$ cat src/rtl/mem_loader_pkg.sv
// Shared constants for the byte-stream memory loader.
package mem_loader_pkg;

    typedef enum logic [1:0] {
        StIdle  = 2'd0,
        StRecv  = 2'd1,
        StWrite = 2'd2,
        StDone  = 2'd3
    } state_e;

    localparam int unsigned WORD_BYTES = 4;
    localparam logic [3:0]  MEM_WE_ALL = 4'hF;

endpackage

$ cat src/rtl/mem_loader_byte_packer.sv
// Little-endian byte-to-word assembler with a running modulo-256 byte sum.
module mem_loader_byte_packer
    import mem_loader_pkg::*;
(
    input  logic        clk,
    input  logic        rst,
    input  logic        push,
    input  logic        clear,
    input  logic [7:0]  in_byte,
    output logic [31:0] word,
    output logic        word_full,
    output logic [7:0]  sum
);

    localparam int unsigned IdxW = $clog2(WORD_BYTES);

    logic [IdxW-1:0] idx_q, idx_d;
    logic [31:0]     word_q, word_d;
    logic [7:0]      sum_q, sum_d;

    always_comb begin
        idx_d  = idx_q;
        word_d = word_q;
        sum_d  = sum_q;
        if (clear) begin
            // The assembly register is fully overwritten before its next use.
            idx_d = '0;
            sum_d = '0;
        end else if (push) begin
            for (int i = 0; i < int'(WORD_BYTES); i++) begin
                if (idx_q == IdxW'(i)) begin
                    word_d[8*i +: 8] = in_byte;
                end
            end
            idx_d = idx_q + IdxW'(1);
            sum_d = sum_q + in_byte;
        end
    end

    always_ff @(posedge clk) begin
        if (rst) begin
            idx_q  <= '0;
            word_q <= '0;
            sum_q  <= '0;
        end else begin
            idx_q  <= idx_d;
            word_q <= word_d;
            sum_q  <= sum_d;
        end
    end

    assign word      = word_q;
    assign word_full = (idx_q == IdxW'(WORD_BYTES - 1));
    assign sum       = sum_q;

endmodule

$ cat src/rtl/mem_loader.sv
// Loads a ready/valid byte stream into consecutive 32-bit memory words from a base address.
module mem_loader
    import mem_loader_pkg::*;
#(
    parameter int unsigned ADDR_WIDTH  = 12,
    parameter int unsigned COUNT_WIDTH = 13
) (
    input  logic                   clk,
    input  logic                   rst,
    input  logic                   start,
    input  logic [ADDR_WIDTH-1:0]  base_addr,
    input  logic [COUNT_WIDTH-1:0] word_count,
    input  logic [7:0]             in_data,
    input  logic                   in_valid,
    output logic                   in_ready,
    output logic                   mem_en,
    output logic [3:0]             mem_we,
    output logic [ADDR_WIDTH-1:0]  mem_addr,
    output logic [31:0]            mem_din,
    output logic                   busy,
    output logic                   done,
    output logic [7:0]             checksum
);

    state_e                 state_q, state_d;
    logic [ADDR_WIDTH-1:0]  addr_q, addr_d;
    logic [COUNT_WIDTH-1:0] remaining_q, remaining_d;

    logic        pack_push;
    logic        pack_clear;
    logic [31:0] pack_word;
    logic        pack_full;
    logic [7:0]  pack_sum;

    mem_loader_byte_packer u_packer (
        .clk       (clk),
        .rst       (rst),
        .push      (pack_push),
        .clear     (pack_clear),
        .in_byte   (in_data),
        .word      (pack_word),
        .word_full (pack_full),
        .sum       (pack_sum)
    );

    always_comb begin
        state_d     = state_q;
        addr_d      = addr_q;
        remaining_d = remaining_q;
        pack_push   = 1'b0;
        pack_clear  = 1'b0;
        in_ready    = 1'b0;
        busy        = 1'b0;
        done        = 1'b0;
        mem_en      = 1'b0;
        mem_we      = 4'h0;

        unique case (state_q)
            StIdle: begin
                if (start) begin
                    addr_d      = base_addr;
                    remaining_d = word_count;
                    pack_clear  = 1'b1;
                    state_d     = (word_count == '0) ? StDone : StRecv;
                end
            end
            StRecv: begin
                busy     = 1'b1;
                in_ready = 1'b1;
                if (in_valid) begin
                    pack_push = 1'b1;
                    if (pack_full) begin
                        state_d = StWrite;
                    end
                end
            end
            StWrite: begin
                busy        = 1'b1;
                mem_en      = 1'b1;
                mem_we      = MEM_WE_ALL;
                // Address wraps naturally at the top of the memory.
                addr_d      = addr_q + ADDR_WIDTH'(1);
                remaining_d = remaining_q - COUNT_WIDTH'(1);
                state_d     = (remaining_q == COUNT_WIDTH'(1)) ? StDone : StRecv;
            end
            StDone: begin
                busy    = 1'b1;
                done    = 1'b1;
                state_d = StIdle;
            end
            default: begin
                state_d = StIdle;
            end
        endcase
    end

    always_ff @(posedge clk) begin
        if (rst) begin
            state_q     <= StIdle;
            addr_q      <= '0;
            remaining_q <= '0;
        end else begin
            state_q     <= state_d;
            addr_q      <= addr_d;
            remaining_q <= remaining_d;
        end
    end

    assign mem_addr = addr_q;
    assign mem_din  = pack_word;
    assign checksum = pack_sum;

endmodule

$ cat config.mk
export PLATFORM = sky130hd
export DESIGN_NAME = mem_loader
export DESIGN_NICKNAME = d
export VERILOG_FILES = /design/src/rtl/mem_loader_pkg.sv /design/src/rtl/mem_loader_byte_packer.sv /design/src/rtl/mem_loader.sv
export SDC_FILE = /design/constraint.sdc
export NUM_CORES = 1
export LEC_CHECK = 0
export BUFFER_PORTS_ARGS = -buffer_cell sky130_fd_sc_hd__clkbuf_2
export CORE_MARGIN = 5
export CORE_UTILIZATION = 49
export CTS_BUF_LIST = sky130_fd_sc_hd__clkbuf_4 sky130_fd_sc_hd__clkbuf_8
export CTS_CLUSTER_SIZE = 20
export DETAILED_ROUTE_END_ITERATION = 10
export PLACE_DENSITY = 0.85
export SLEW_MARGIN = 20
export SYNTH_ARGS = -nofsm -noshare
export SYNTH_HDL_FRONTEND = slang
export SYNTH_HIERARCHICAL = 1
export SYNTH_SLANG_ARGS = --single-unit
$ cat constraint.sdc
create_clock -name clk -period 1.95 [get_ports clk]
set_input_delay 0.0975 -clock clk [delete_from_list [all_inputs] [get_ports clk]]
set_output_delay 0.0975 -clock clk [all_outputs]
set_load 0.1 [all_outputs]
; After elaboration in Yosys (flattened, before gate mapping)
; Cells that the tools add are included.
[totals]
mem_bits_ro = 0
mem_bits_rw = 0
latch_bits = 0
reg_bits = 69
out_inout_bits = 60
input_bits = 37
memories = 0
[op_classes]
n_shift = 0
eq_ne = 10
reduce_logical = 12
n_bitwise = 1
mul = 0
magnitude_cmp = 0
div_mod_pow = 0
muxes = 19
n_addsub = 4
[ops]
columns = operator, count
row1 = $pmux W13 S2, 1
row2 = $pmux W12 S2, 1
row3 = $reduce_and A3 Y1, 5
row4 = $eq A13 B1 Y1 const B, 1
row5 = $logic_not A13 Y1, 1
row6 = $mux W13, 1
row7 = $sub A13 B1 Y13 const B, 1
row8 = $add A12 B1 Y12 const B, 1
row9 = $mux W12, 1
row10 = $mux W2, 5
row11 = $add A8 B8 Y8, 1
row12 = $eq A2 B2 Y1 const B, 4
row13 = $mux W1, 8
row14 = $pmux W2 S4, 1
row15 = $ne A2 B2 Y1 const B, 3
row16 = $eq A2 B1 Y1 const B, 2
row17 = $logic_not A2 Y1, 2
row18 = $mux W4, 1
row19 = $reduce_or A3 Y1, 1
row20 = $add A2 B1 Y2 const B, 1
row21 = $reduce_and A2 Y1, 1
row22 = $reduce_bool A2 Y1, 1
row23 = $reduce_or A2 Y1, 1
row24 = $not A1 Y1, 1

; Longest topological paths before layout
; Gate-level depths: netlist (run 1).
[depth]
word_depth = 4
mapped_depth = 10
depth_no_buf = 8

; Modules after synthesis
; Netlist (run 1), hierarchy kept.
[by_module_without_submodules]
columns = mod, area_each_um2, seq_area_each_um2, cells_each, instances
row1 = mem_loader_byte_packer, 1918.1, 840.8, 232, 1
row2 = mem_loader, 1566.5, 540.5, 197, 1

; Worst setup path after synthesis (run 1)
; Ideal clock, no wire load.
[synth_path]
path_type = reg2reg
startpoint = reg state_q[0]
endpoint = reg u_packer.word_q[24] (netlist: u_packer/word[24])
t_required_ps = 1880
path_buffers = 3
setup_ps = 70
path_stages_with_launch = 10
setup_slack_ps = -1092
arrival_ps = 2971
cell_sequence = dfxtp_1 > buf_2 > nor2b_1 > and2_1 > inv_2 > buf_2 > nor2_4 > buf_2 > nand3_1 > a21oi_1
[synth_via]
word_cells_on_any_way = 6
classes_between = 1 x eq/ne / 2 x mux / 1 x bitwise / 2 x reduce/logical
[synth_rtl]
columns = element, line_no
row1 = start: declaration, mem_loader.sv:25  ; state_e state_q, state_d;
row2 = start signal: assignment, mem_loader.sv:99  ; state_q <= StIdle;
row3 = start signal: assignment, mem_loader.sv:103  ; state_q <= state_d;
row4 = $eq A2 B1 Y1, mem_loader.sv:58  ; unique case (state_q)
row5 = $mux W1, mem_loader.sv:58
row6 = named net pack_push, mem_loader.sv:29  ; logic pack_push;
row7 = $reduce_and A3 Y1 (no line), -
row8 = end signal: assignment, mem_loader_byte_packer.sv:47  ; word_q <= word_d;
row9 = end: declaration, mem_loader_byte_packer.sv:18  ; logic [31:0] word_q, word_d;
; The timed path passes the listed nets, and every way through them passes these cells.
; A chain may end at the register's enable or synchronous reset.

; Worst setup path after layout (run 1)
[layout_path]
startpoint = reg remaining_q[0]
endpoint = reg remaining_q[10]
[layout_via]
elab_chain_cells = 2
[layout_rtl]
columns = element, line_no
row1 = start: declaration, mem_loader.sv:27  ; logic [COUNT_WIDTH-1:0] remaining_q, remaining_d;
row2 = start signal: assignment, mem_loader.sv:105  ; remaining_q <= remaining_d;
row3 = $sub A13 B1 Y13, mem_loader.sv:83  ; remaining_d = remaining_q - COUNT_WIDTH'(1);
row4 = $pmux W13 S2, mem_loader.sv:58
; No other way between the ends.

==> qor.txt, run 1 <==
clock tree from TritonCTS - built
detailed placement HPWL - 7360 um
Fmax - 0.531 GHz
final net count - 582
H-Tree Depth - 3
Initial Utilization - 50.7%
sequential area share after synthesis - 39.6%
final wirelength - 10500 um
worst-case clock buffer depth - 2
Antenna Nets Post-Route - 0
Residual DRC - 0
Layout area overhead - 30.2%
Max transition margin - 63.5%
total die area - 8900 um^2
top cell type's share of synthesized area - 39.6%
Worst EP required - 2180 ps
clock root cell - clkbuf_8
vias in the first global route - 3468
Cell Pwr Density - 836 nW/um^2
Net Switching - 1.31 mW
crit path capture type - register
CP Class - register to register
CP arrival - 2110 ps
clock sinks - 69
min cycle time layout - 1880 ps
Mean Syn Cell Area - 8.12 um^2
drt first pass iters - 5
Setup Skew - 9.72 ps
total CTS buffers - 9
layout cells sized above 1 - 32.7%
Worst-path clk slew - 80 ps
Die X - 94.3 um
GRT Total Usage - 23.4%
Die Y - 94.3 um
Post-synth EDFFs - 0
worst-path maximum fanout - 4
# port buffers - 96
FP Rows - 30
Sw Ratio - 34.5%
final hold violations - 0
CP max stage delay - 480 ps
synthesized area - 3480 um^2
Reg power frac - 40.7%
ys async rst share - 0%
drt wl/cell - 16.7 um
vias - 3746
cell taking the most area after synthesis - dfxtp_1
Int Pwr - 2.48 mW
Synth area leaders - dfxtp_1 40%, a21oi_1 8.8%, nand2_1 6.0%
peak supply drop - 414 uV
post-layout util - 66.0%
Clk pwr share - 35.6%
Comb power frac - 23.7%
#FFs+latches synth - 69
Hold Path Class - primary input to register
status - finished clean
largest net degree at the start of global routing - 62
initial antenna violation count - 0
fin. max-slew vios - 0
Least-Margin Pin Slew - 549 ps
dominant synthesized flop cell - dfxtp_1
# setup viols final - 0
post-route cell area - 4540 um^2
worst-path cell chain - inv_2 -> ha_1 -> or4b_4 -> or4_4 -> o211ai_2 -> a21oi_1
fin crit share - 96.6%
gpl congestion - 0.957
drt via density - 5.94
Leakage - 1.85 nW
flop-to-flop setup slack - 70 ps
syn_nets - 481
first-pass GRT wire length - 16600 um
I/O Pins - 97
Syn Inst Count - 429
overall overflow remaining after global route - 0
CP Launch Type - register
Ys Warns - 6
number of DRC markers in iteration 0 - 322
Yosys cell types - 61
Slowest-stage cell, CP - or4b_4
CORE AREA - 6870 um^2
antenna cell count - 0
worst skew pair latency - 350 ps
max-cap viol count - 0
Post-Place Cell Area - 4210 um^2
-- power by group through the flow --
stage                     registers, mW  clock network [mW]  logic, mW
after floorplan                    1.79                   0      0.428
after global placement             1.57                   0      0.843
after detailed placement           1.57                   0      0.860
after CTS                          1.54                1.36      0.872
after global routing               1.55                1.43      0.954
final                              1.54                1.35      0.898
-- placed cells by master (no fill, tap or decap), types with 5 or more instances in the layout --
master | synthesis | routed
buf_4 | 4 | 17
ha_1 | 14 | 13
dfxtp_1 | 69 | 54
a21oi_1 | 61 | 61
nand2_1 | 56 | 52
inv_1 | 11 | 10
nand3_1 | 41 | 41
dfxtp_2 | 0 | 12
clkbuf_8 | 0 | 9
clkbuf_2 | 0 | 91
nor3_1 | 17 | 17
nor4_1 | 8 | 7
nand4_1 | 5 | 5
nor2_1 | 23 | 23
o21ai_0 | 6 | 6
buf_12 | 0 | 8
-- final timing paths --
check                                      start                             end  cells after the start
setup / recovery     remaining_q[0]$_SDFFE_PP0P_    remaining_q[10]$_SDFFE_PP0P_                      6
hold / removal                      base_addr[0]        mem_addr[0]$_SDFFE_PP0P_                      3
setup reg to reg     remaining_q[0]$_SDFFE_PP0P_    remaining_q[10]$_SDFFE_PP0P_                      6
hold reg to reg   u_packer/word[29]$_SDFFE_PP0P_  u_packer/word[29]$_SDFFE_PP0P_                      2
-- routing by layer --
metal / vias up / share of wire [%] / track usage (%)
met3: 32 / 6.8 / 3.67
met1: 1783 / 43 / 30.5
met2: 177 / 48 / 37.9
met4: 0 / 2.5 / 10.8
li1: 1754 / - / -
met5: - / 0 / 0
-- per-stage QoR --
| stage | cells | setup TNS (ps) | worst slack, ps | total power [mW] | hold slack, ps |
|---|---|---|---|---|---|
| after floorplan | 429 | -3000 | -92.9 | 2.21 | 226 |
| after global placement | 607 | 0 | 159 | 2.41 | 319 |
| after detailed placement | 607 | 0 | 67.4 | 2.43 | 334 |
| after CTS | 627 | 0 | 8.14 | 3.77 | 8.03 |
| after global routing | 631 | -7.01 | -7.01 | 3.93 | 24.7 |
| final | 631 | 0 | 65.9 | 3.79 | 8.39 |
-- critical path, delay by kind of cell (launching register included) --
kind | cells | cell delay (ps)
flops | 1 | 350
simple gates | 2 | 940
fa+ha+maj | 1 | 160
buf+inv | 1 | 80
compound gates | 2 | 240
-- registers in the layout (all words and copies together), names as in the netlist --
| register | count |
|---|---|
| mem_addr | 12 |
| state_q | 2 |
| u_packer/word | 32 |
| u_packer/idx_q | 2 |
| remaining_q | 13 |
| u_packer/sum | 8 |
-- synth_stat cells, types with 3 or more instances --
master     count
dfxtp_1       69
a21oi_1       61
nand2_1       56
nand3_1       41
nor2_1        23
nor3_1        17
ha_1          14
buf_2         12
inv_1         11
clkbuf_1      10
nor4_1         8
o21ai_0        6
nand4_1        5
a211oi_1       4
a2bb2oi_1      4
a31oi_1        4
a32oi_1        4
buf_4          4
nand3b_1       4
nor2b_1        4
a311oi_1       3
a31o_2         3
and2_1         3
mux2i_1        3
o21a_1         3
o21ai_1        3
o311ai_0       3
or3_1          3
-- cell type report --
cell class                      count  area [um^2]
Multi-Input combinational cell    317         1940
Sequential cell                    69         1410
Clock inverter                      7          106
Clock buffer                        9          124
Tap cell                           96          120
Inverter                           13         51.3
Timing Repair Buffer              120          783
Fill cell                         565         2330
-- logic make-up (layout without fill, tap and decap cells) --
kind of cell | count (synthesis) | after routing | synth area share, %
AND/OR/NAND/NOR | 180 | 180 | 25.9
AO/OA/AOI/OAI | 115 | 115 | 20.9
flip-flops | 69 | 69 | 39.6
buffers and inverters | 43 | 149 | 5.92
adder cells (fa/ha/maj) | 15 | 15 | 5.60
multiplexers | 5 | 5 | 1.51
XOR/XNOR | 2 | 2 | 0.503
-- what timing repair did --
action / 4_1_cts / 5_1_grt
hold buffers: 4 / 0
setup buffers: 0 / 4
setup endpoints to repair: 0 / 19
gates resized for setup: 0 / 4
endpoints found under the hold margin: 4 / 0
No activity file was read; power rests on OpenSTA's default activity.
==> inputs of run 2 (changes only) <==
ABC_AREA = 1   (was default)
CORE_MARGIN = 2   (was 5)
CORE_UTILIZATION = 50   (was 49)
==> qor.txt, run 2 <==
status - finished with violations (was finished clean)
violated checks - negative hold slack
drt first pass iters - 5 (unchanged)
CP arrival - 1770 ps (was 2110 ps)
Ys Warns - 6 (unchanged)
peak supply drop - 437 uV (was 414 uV)
Commonest cells post-synth - 98 x nand2_1, 86 x inv_1, 69 x dfxtp_1 (was 69 x dfxtp_1, 61 x a21oi_1, 56 x nand2_1)
total CTS buffers - 9 (unchanged)
I/O Pins - 97 (unchanged)
WHS - -1.77 ps (was 8.39 ps)
syn_nets - 598 (was 481)
Largest register FFs - 32 (unchanged)
Max transition margin - 62.4% (was 63.5%)
Cell Pwr Density - 890 nW/um^2 (was 836 nW/um^2)
most frequent cells in the layout - 98 x nand2_1, 91 x clkbuf_2, 85 x inv_1, 59 x dfxtp_1 (was 91 x clkbuf_2, 61 x a21oi_1, 54 x dfxtp_1, 52 x nand2_1, 41 x nand3_1)
dominant synthesized flop cell - dfxtp_1 (unchanged)
Antenna Nets Post-Route - 0 (unchanged)
vias in the first global route - 3516 (was 3468)
total die area - 8370 um^2 (was 8900 um^2)
RSZ-0062 raised after global routing - false
fin crit share - 95.9% (was 96.6%)
final hold violations - 1 (was 0)
Worst EP required - 1850 ps (was 2180 ps)
Fmax - 0.535 GHz (was 0.531 GHz)
CP Class - register to output port (was register to register)
setup tns final - 0 ps (unchanged)
min cycle time layout - 1870 ps (was 1880 ps)
clock root cell - clkbuf_8 (unchanged)
Residual DRC - 0 (unchanged)
worst skew pair latency - 360 ps (was 350 ps)
#FFs+latches synth - 69 (unchanged)
fin. max-slew vios - 0 (unchanged)
ys async rst share - 0% (unchanged)
Die X - 91.5 um (was 94.3 um)
pre-CTS setup slack - 229 ps (was 67.4 ps)
overall overflow remaining after global route - 0 (unchanged)
CP Launch Type - register (unchanged)
clock sinks - 69 (unchanged)
Synth area leaders - dfxtp_1 36%, nand2_1 9.6%, inv_1 8.4% (was dfxtp_1 40%, a21oi_1 8.8%, nand2_1 6.0%)
final wirelength - 9650 um (was 10500 um)
# setup viols final - 0 (unchanged)
Post-synth EDFFs - 0 (unchanged)
synthesized area - 3820 um^2 (was 3480 um^2)
number of DRC markers in iteration 0 - 176 (was 322)
commonest non-fill, non-tap cell in the layout - nand2_1 (was clkbuf_2)
Setup Skew - 12.2 ps (was 9.72 ps)
Worst-path clk slew - 90 ps (was 80 ps)
final net count - 690 (was 582)
Yosys cell types - 46 (was 61)
Filler Cell Count - 667 (was 565)
cell taking the most area after synthesis - dfxtp_1 (unchanged)
worst-path maximum fanout - 12 (was 4)
detailed placement HPWL - 7170 um (was 7360 um)
max-cap viol count - 0 (unchanged)
largest net degree at the start of global routing - 33 (was 62)
Die Y - 91.5 um (was 94.3 um)
Mean Syn Cell Area - 7.01 um^2 (was 8.12 um^2)
Hold Path Class - primary input to register (unchanged)
gpl congestion - 0.862 (was 0.957)
crit path capture type - output port (was register)
Least-Margin Pin Slew - 567 ps (was 549 ps)
H-Tree Depth - 3 (unchanged)
sequential area share after synthesis - 36.1% (was 39.6%)
clock tree from TritonCTS - built (unchanged)
top cell type's share of synthesized area - 36.1% (was 39.6%)
Worst Slack Setup Final - 80.7 ps (was 65.9 ps)
# port buffers - 96 (unchanged)
drt via density - 5.15 (was 5.94)
most frequent cell after synthesis - nand2_1 (was dfxtp_1)
GRT Total Usage - 23.3% (was 23.4%)
FF/Latch Area - 1400 um^2 (was 1410 um^2)
Syn Inst Count - 546 (was 429)
vias - 3818 (was 3746)
CORE AREA - 7330 um^2 (was 6870 um^2)
worst-case clock buffer depth - 2 (unchanged)
first-pass GRT wire length - 15800 um (was 16600 um)
Layout area overhead - 19.9% (was 30.2%)
Initial Utilization - 52.2% (was 50.7%)
antenna cell count - 0 (unchanged)
multi-input logic area - 1920 um^2 (was 1940 um^2)
drt wl/cell - 13.0 um (was 16.7 um)
FP Rows - 31 (was 30)
layout cells sized above 1 - 26.3% (was 32.7%)
Leakage - 2.13 nW (was 1.85 nW)
initial antenna violation count - 0 (unchanged)
[run 2: logic make-up (layout without fill, tap and decap cells)]
kind of cell	count (synthesis)	in the layout	share of synthesized area, %
compound gates	122	122	17.7
fa+ha+maj	15	15	5.10
flops	69	69	36.1
buf+inv	117	214	13.8
xor+xnor	4	4	0.916
simple gates	219	219	26.4
[run 2: where the power goes]
part           internal [mW]  leakage, nW  switching (mW)
logic                  0.270         1.44           0.851
clock network          0.742        0.116           0.641
registers               1.49        0.566          0.0850
[run 2: area by class of cell]
| class | count | area share (%) |
|---|---|---|
| multi-input cells | 360 | 41.9 |
| inverters | 96 | 8.02 |
| repair buffers | 102 | 11.8 |
| clock inverters | 7 | 2.32 |
| clock buffers | 9 | 2.70 |
| flip-flops and latches | 69 | 30.5 |
| well taps | 99 | 2.70 |
[run 2: metal layers]
layer  vias to the layer above  GRT usage, %  share of wire (%)
li1                       1938             -                  -
met1                      1745          28.2                 42
met2                       119          39.8                 50
met3                        16          5.81                6.5
met4                         0          8.71                1.6
met5                         -             0                  0
[run 2: path summary, 6_finish.rpt]
kind                                        from                              to  slack, ps  cells past startpoint
setup reg to reg         state_q[1]$_SDFFE_PP0P_   u_packer/word[5]$_SDFFE_PP0P_        190                      7
setup / recovery         state_q[1]$_SDFFE_PP0P_                       mem_we[2]         80                      4
hold / removal                      base_addr[0]        mem_addr[0]$_SDFFE_PP0P_         -2                      3
hold reg to reg   u_packer/word[27]$_SDFFE_PP0P_  u_packer/word[27]$_SDFFE_PP0P_        450                      2
[run 2: repair_timing]
action | 4_1_cts | 5_1_grt
hold endpoints to repair | 2 | 0
hold buffers | 2 | 0
gates resized for setup | 0 | 0
buffers inserted | 0 | 0
[run 2: critical path: stages, from the launching register on]
cell and delay [ps]:
dfxtp_1 490, inv_2 80, nor2_4 290, buf_4 240, buf_4 300
[run 2: metrics by stage]
| step | utilization, % | area, um^2 | instances | power (mW) | hold slack, ps |
|---|---|---|---|---|---|
| 6_report | 62.5 | 4580 | 742 | 4.08 | -1.77 |
| 5_1_grt | 62.5 | 4580 | 742 | 4.25 | 11.0 |
| 4_1_cts | 62.5 | 4580 | 742 | 4.08 | 1.93 |
| 3_5_place_dp | 59.1 | 4330 | 724 | 2.72 | 359 |
| 3_3_place_gp | 59.1 | 4330 | 724 | 2.69 | 351 |
| 2_1_floorplan | - | 3850 | 546 | 2.52 | 245 |
==> inputs of run 3 (changes only) <==
RECOVER_POWER = 25   (was default)
==> qor.txt, run 3 (synthesis results as in run 2) <==
post-CTS setup buffer count - 0 (unchanged)
I/O Pins - 97 (unchanged)
post-route cell area - 4550 um^2 (was 4580 um^2)
CP Class - register to output port (unchanged)
total CTS buffers - 9 (unchanged)
drt wl/cell - 13.0 um (about the same)
Post-Place Cell Area - 4330 um^2 (unchanged)
hold_sp - base_addr[0] (unchanged)
number of DRC markers in iteration 0 - 177 (was 176)
final wirelength - 9650 um (about the same)
commonest non-fill, non-tap cell in the layout - nand2_1 (unchanged)
WHS - -3.89 ps (was -1.77 ps)
cts hold-fix bufs - 2 (unchanged)
worst skew pair latency - 360 ps (about the same)
Die X - 91.5 um (unchanged)
worst min-delay path endpoint - mem_addr[0]$_SDFFE_PP0P_ (unchanged)
FP Rows - 31 (unchanged)
violated checks - negative hold slack (unchanged)
setup tns final - 0 ps (unchanged)
Layout area overhead - 18.8% (was 19.9%)
overall overflow remaining after global route - 0 (unchanged)
flop-to-flop setup slack - 180 ps (was 190 ps)
clock root cell - clkbuf_8 (unchanged)
Antenna Nets Post-Route - 0 (unchanged)
most used cell, CP - buf_4 (unchanged)
gpl congestion - 0.862 (unchanged)
WP buf/inv - 3 (unchanged)
Die Y - 91.5 um (unchanged)
clock sinks - 69 (unchanged)
Worst EP required - 1850 ps (about the same)
max-cap viol count - 0 (unchanged)
Slowest-stage cell, CP - dfxtp_1 (unchanged)
Max transition margin - 21.6% (was 62.4%)
Setup Skew - 10.4 ps (was 12.2 ps)
drt first pass iters - 5 (unchanged)
CTS-repair resized insts - 0 (unchanged)
fin crit share - 96.4% (was 95.9%)
Least-Margin Pin Slew - 1180 ps (was 567 ps)
crit path capture type - output port (unchanged)
Leakage - 2.02 nW (was 2.13 nW)
vias in the first global route - 3516 (unchanged)
Cell Pwr Density - 895 nW/um^2 (was 890 nW/um^2)
largest net degree at the start of global routing - 33 (unchanged)
Register-to-Register Path Depth - 7 (unchanged)
fin. max-slew vios - 0 (unchanged)
Residual DRC - 0 (unchanged)
FF-to-FF End - u_packer/word[5]$_SDFFE_PP0P_ (unchanged)
# port buffers - 96 (unchanged)
min cycle time layout - 1880 ps (was 1870 ps)
CP max stage delay - 490 ps (about the same)
GRT Total Usage - 23.3% (unchanged)
Initial Utilization - 52.2% (unchanged)
final hold violations - 1 (unchanged)
final net count - 690 (unchanged)
most frequent cells in the layout - 98 x nand2_1, 85 x inv_1, 60 x clkbuf_2, 59 x dfxtp_1 (was 98 x nand2_1, 91 x clkbuf_2, 85 x inv_1, 59 x dfxtp_1)
drt via density - 5.13 (was 5.15)
initial antenna violation count - 0 (unchanged)
total power - 4.07 mW (was 4.08 mW)
RSZ-0062 raised after global routing - false (unchanged)
Hold Path Stages - 3 (unchanged)
# setup viols final - 0 (unchanged)
layout cells sized above 1 - 21.5% (was 26.3%)
first-pass GRT wire length - 15800 um (unchanged)
CP arrival - 1780 ps (was 1770 ps)
antenna cell count - 0 (unchanged)
peak supply drop - 430 uV (was 437 uV)
clock tree from TritonCTS - built (unchanged)
worst-case clock buffer depth - 2 (unchanged)
vias - 3809 (was 3818)
detailed placement HPWL - 7170 um (unchanged)
Hold Path Class - primary input to register (unchanged)
worst-path cell chain - inv_2 -> nor2_4 -> buf_4 -> buf_4 (unchanged)
reg2reg start - state_q[1]$_SDFFE_PP0P_ (unchanged)
H-Tree Depth - 3 (unchanged)
status - finished with violations (unchanged)
CORE AREA - 7330 um^2 (unchanged)
Fmax - 0.532 GHz (was 0.535 GHz)
Worst-path clk slew - 90 ps (about the same)
CP Launch Type - register (unchanged)
Largest register FFs - 32 (unchanged)
total die area - 8370 um^2 (unchanged)
cell family with most CP delay - buffers and inverters (unchanged)
worst-path maximum fanout - 12 (unchanged)
-- run 3: final cells by class --
| type | count | area [um^2] |
|---|---|---|
| fillers | 684 | 2790 |
| multi-input cells | 360 | 1920 |
| flip-flops and latches | 69 | 1400 |
| repair buffers | 102 | 504 |
| inverters | 96 | 368 |
| clock buffers | 9 | 124 |
| well taps | 99 | 124 |
| clock inverters | 7 | 106 |
-- run 3: worst max-delay path by stage --
stage                                       from                       endpoint  slack (ps)  depth (start not counted)
floorplan               mem_addr[3]$_SDFFE_PP0P_       mem_addr[9]$_SDFFE_PP0P_          20                          7
CTS                      state_q[1]$_SDFFE_PP0P_                      mem_we[2]          90                          4
finish                   state_q[1]$_SDFFE_PP0P_                      mem_we[2]          70                          4
global route             state_q[1]$_SDFFE_PP0P_                      mem_we[2]          10                          4
detailed placement       state_q[1]$_SDFFE_PP0P_  u_packer/word[5]$_SDFFE_PP0P_         230                          7
global placement    u_packer/sum[0]$_SDFFE_PP0P_   u_packer/sum[4]$_SDFFE_PP0P_         330                         11
-- run 3: report_power, final --
part	internal, mW	switching, mW
clock	0.742	0.636
sequential	1.49	0.0843
combinational	0.265	0.850
-- run 3: worst register-to-register path, cell delays in order, from the launching register on --
cell     delay, ps
dfxtp_1        490
nor2_2         100
nand2_4        200
inv_4          150
inv_2          130
nand3_2        260
o21ai_1        250
a21oi_1         70
-- run 3: routing by layer --
metal / share of wire [%] / global-route usage (%) / vias to the layer above
li1: - / - / 1939
met1: 42 / 28.2 / 1731
met2: 50 / 39.8 / 124
met3: 6.2 / 5.81 / 15
met4: 1.6 / 8.71 / 0
met5: 0 / 0 / -
-- run 3: through the flow --
stage | util [%] | worst slack, ps | std cells
4_1_cts | 62.5 | 87.1 | 742
6_report | 62.0 | 69.7 | 742
3_5_place_dp | 59.1 | 229 | 724
3_3_place_gp | 59.1 | 326 | 724
5_1_grt | 62.0 | 12.7 | 742
2_1_floorplan | - | 20.2 | 546
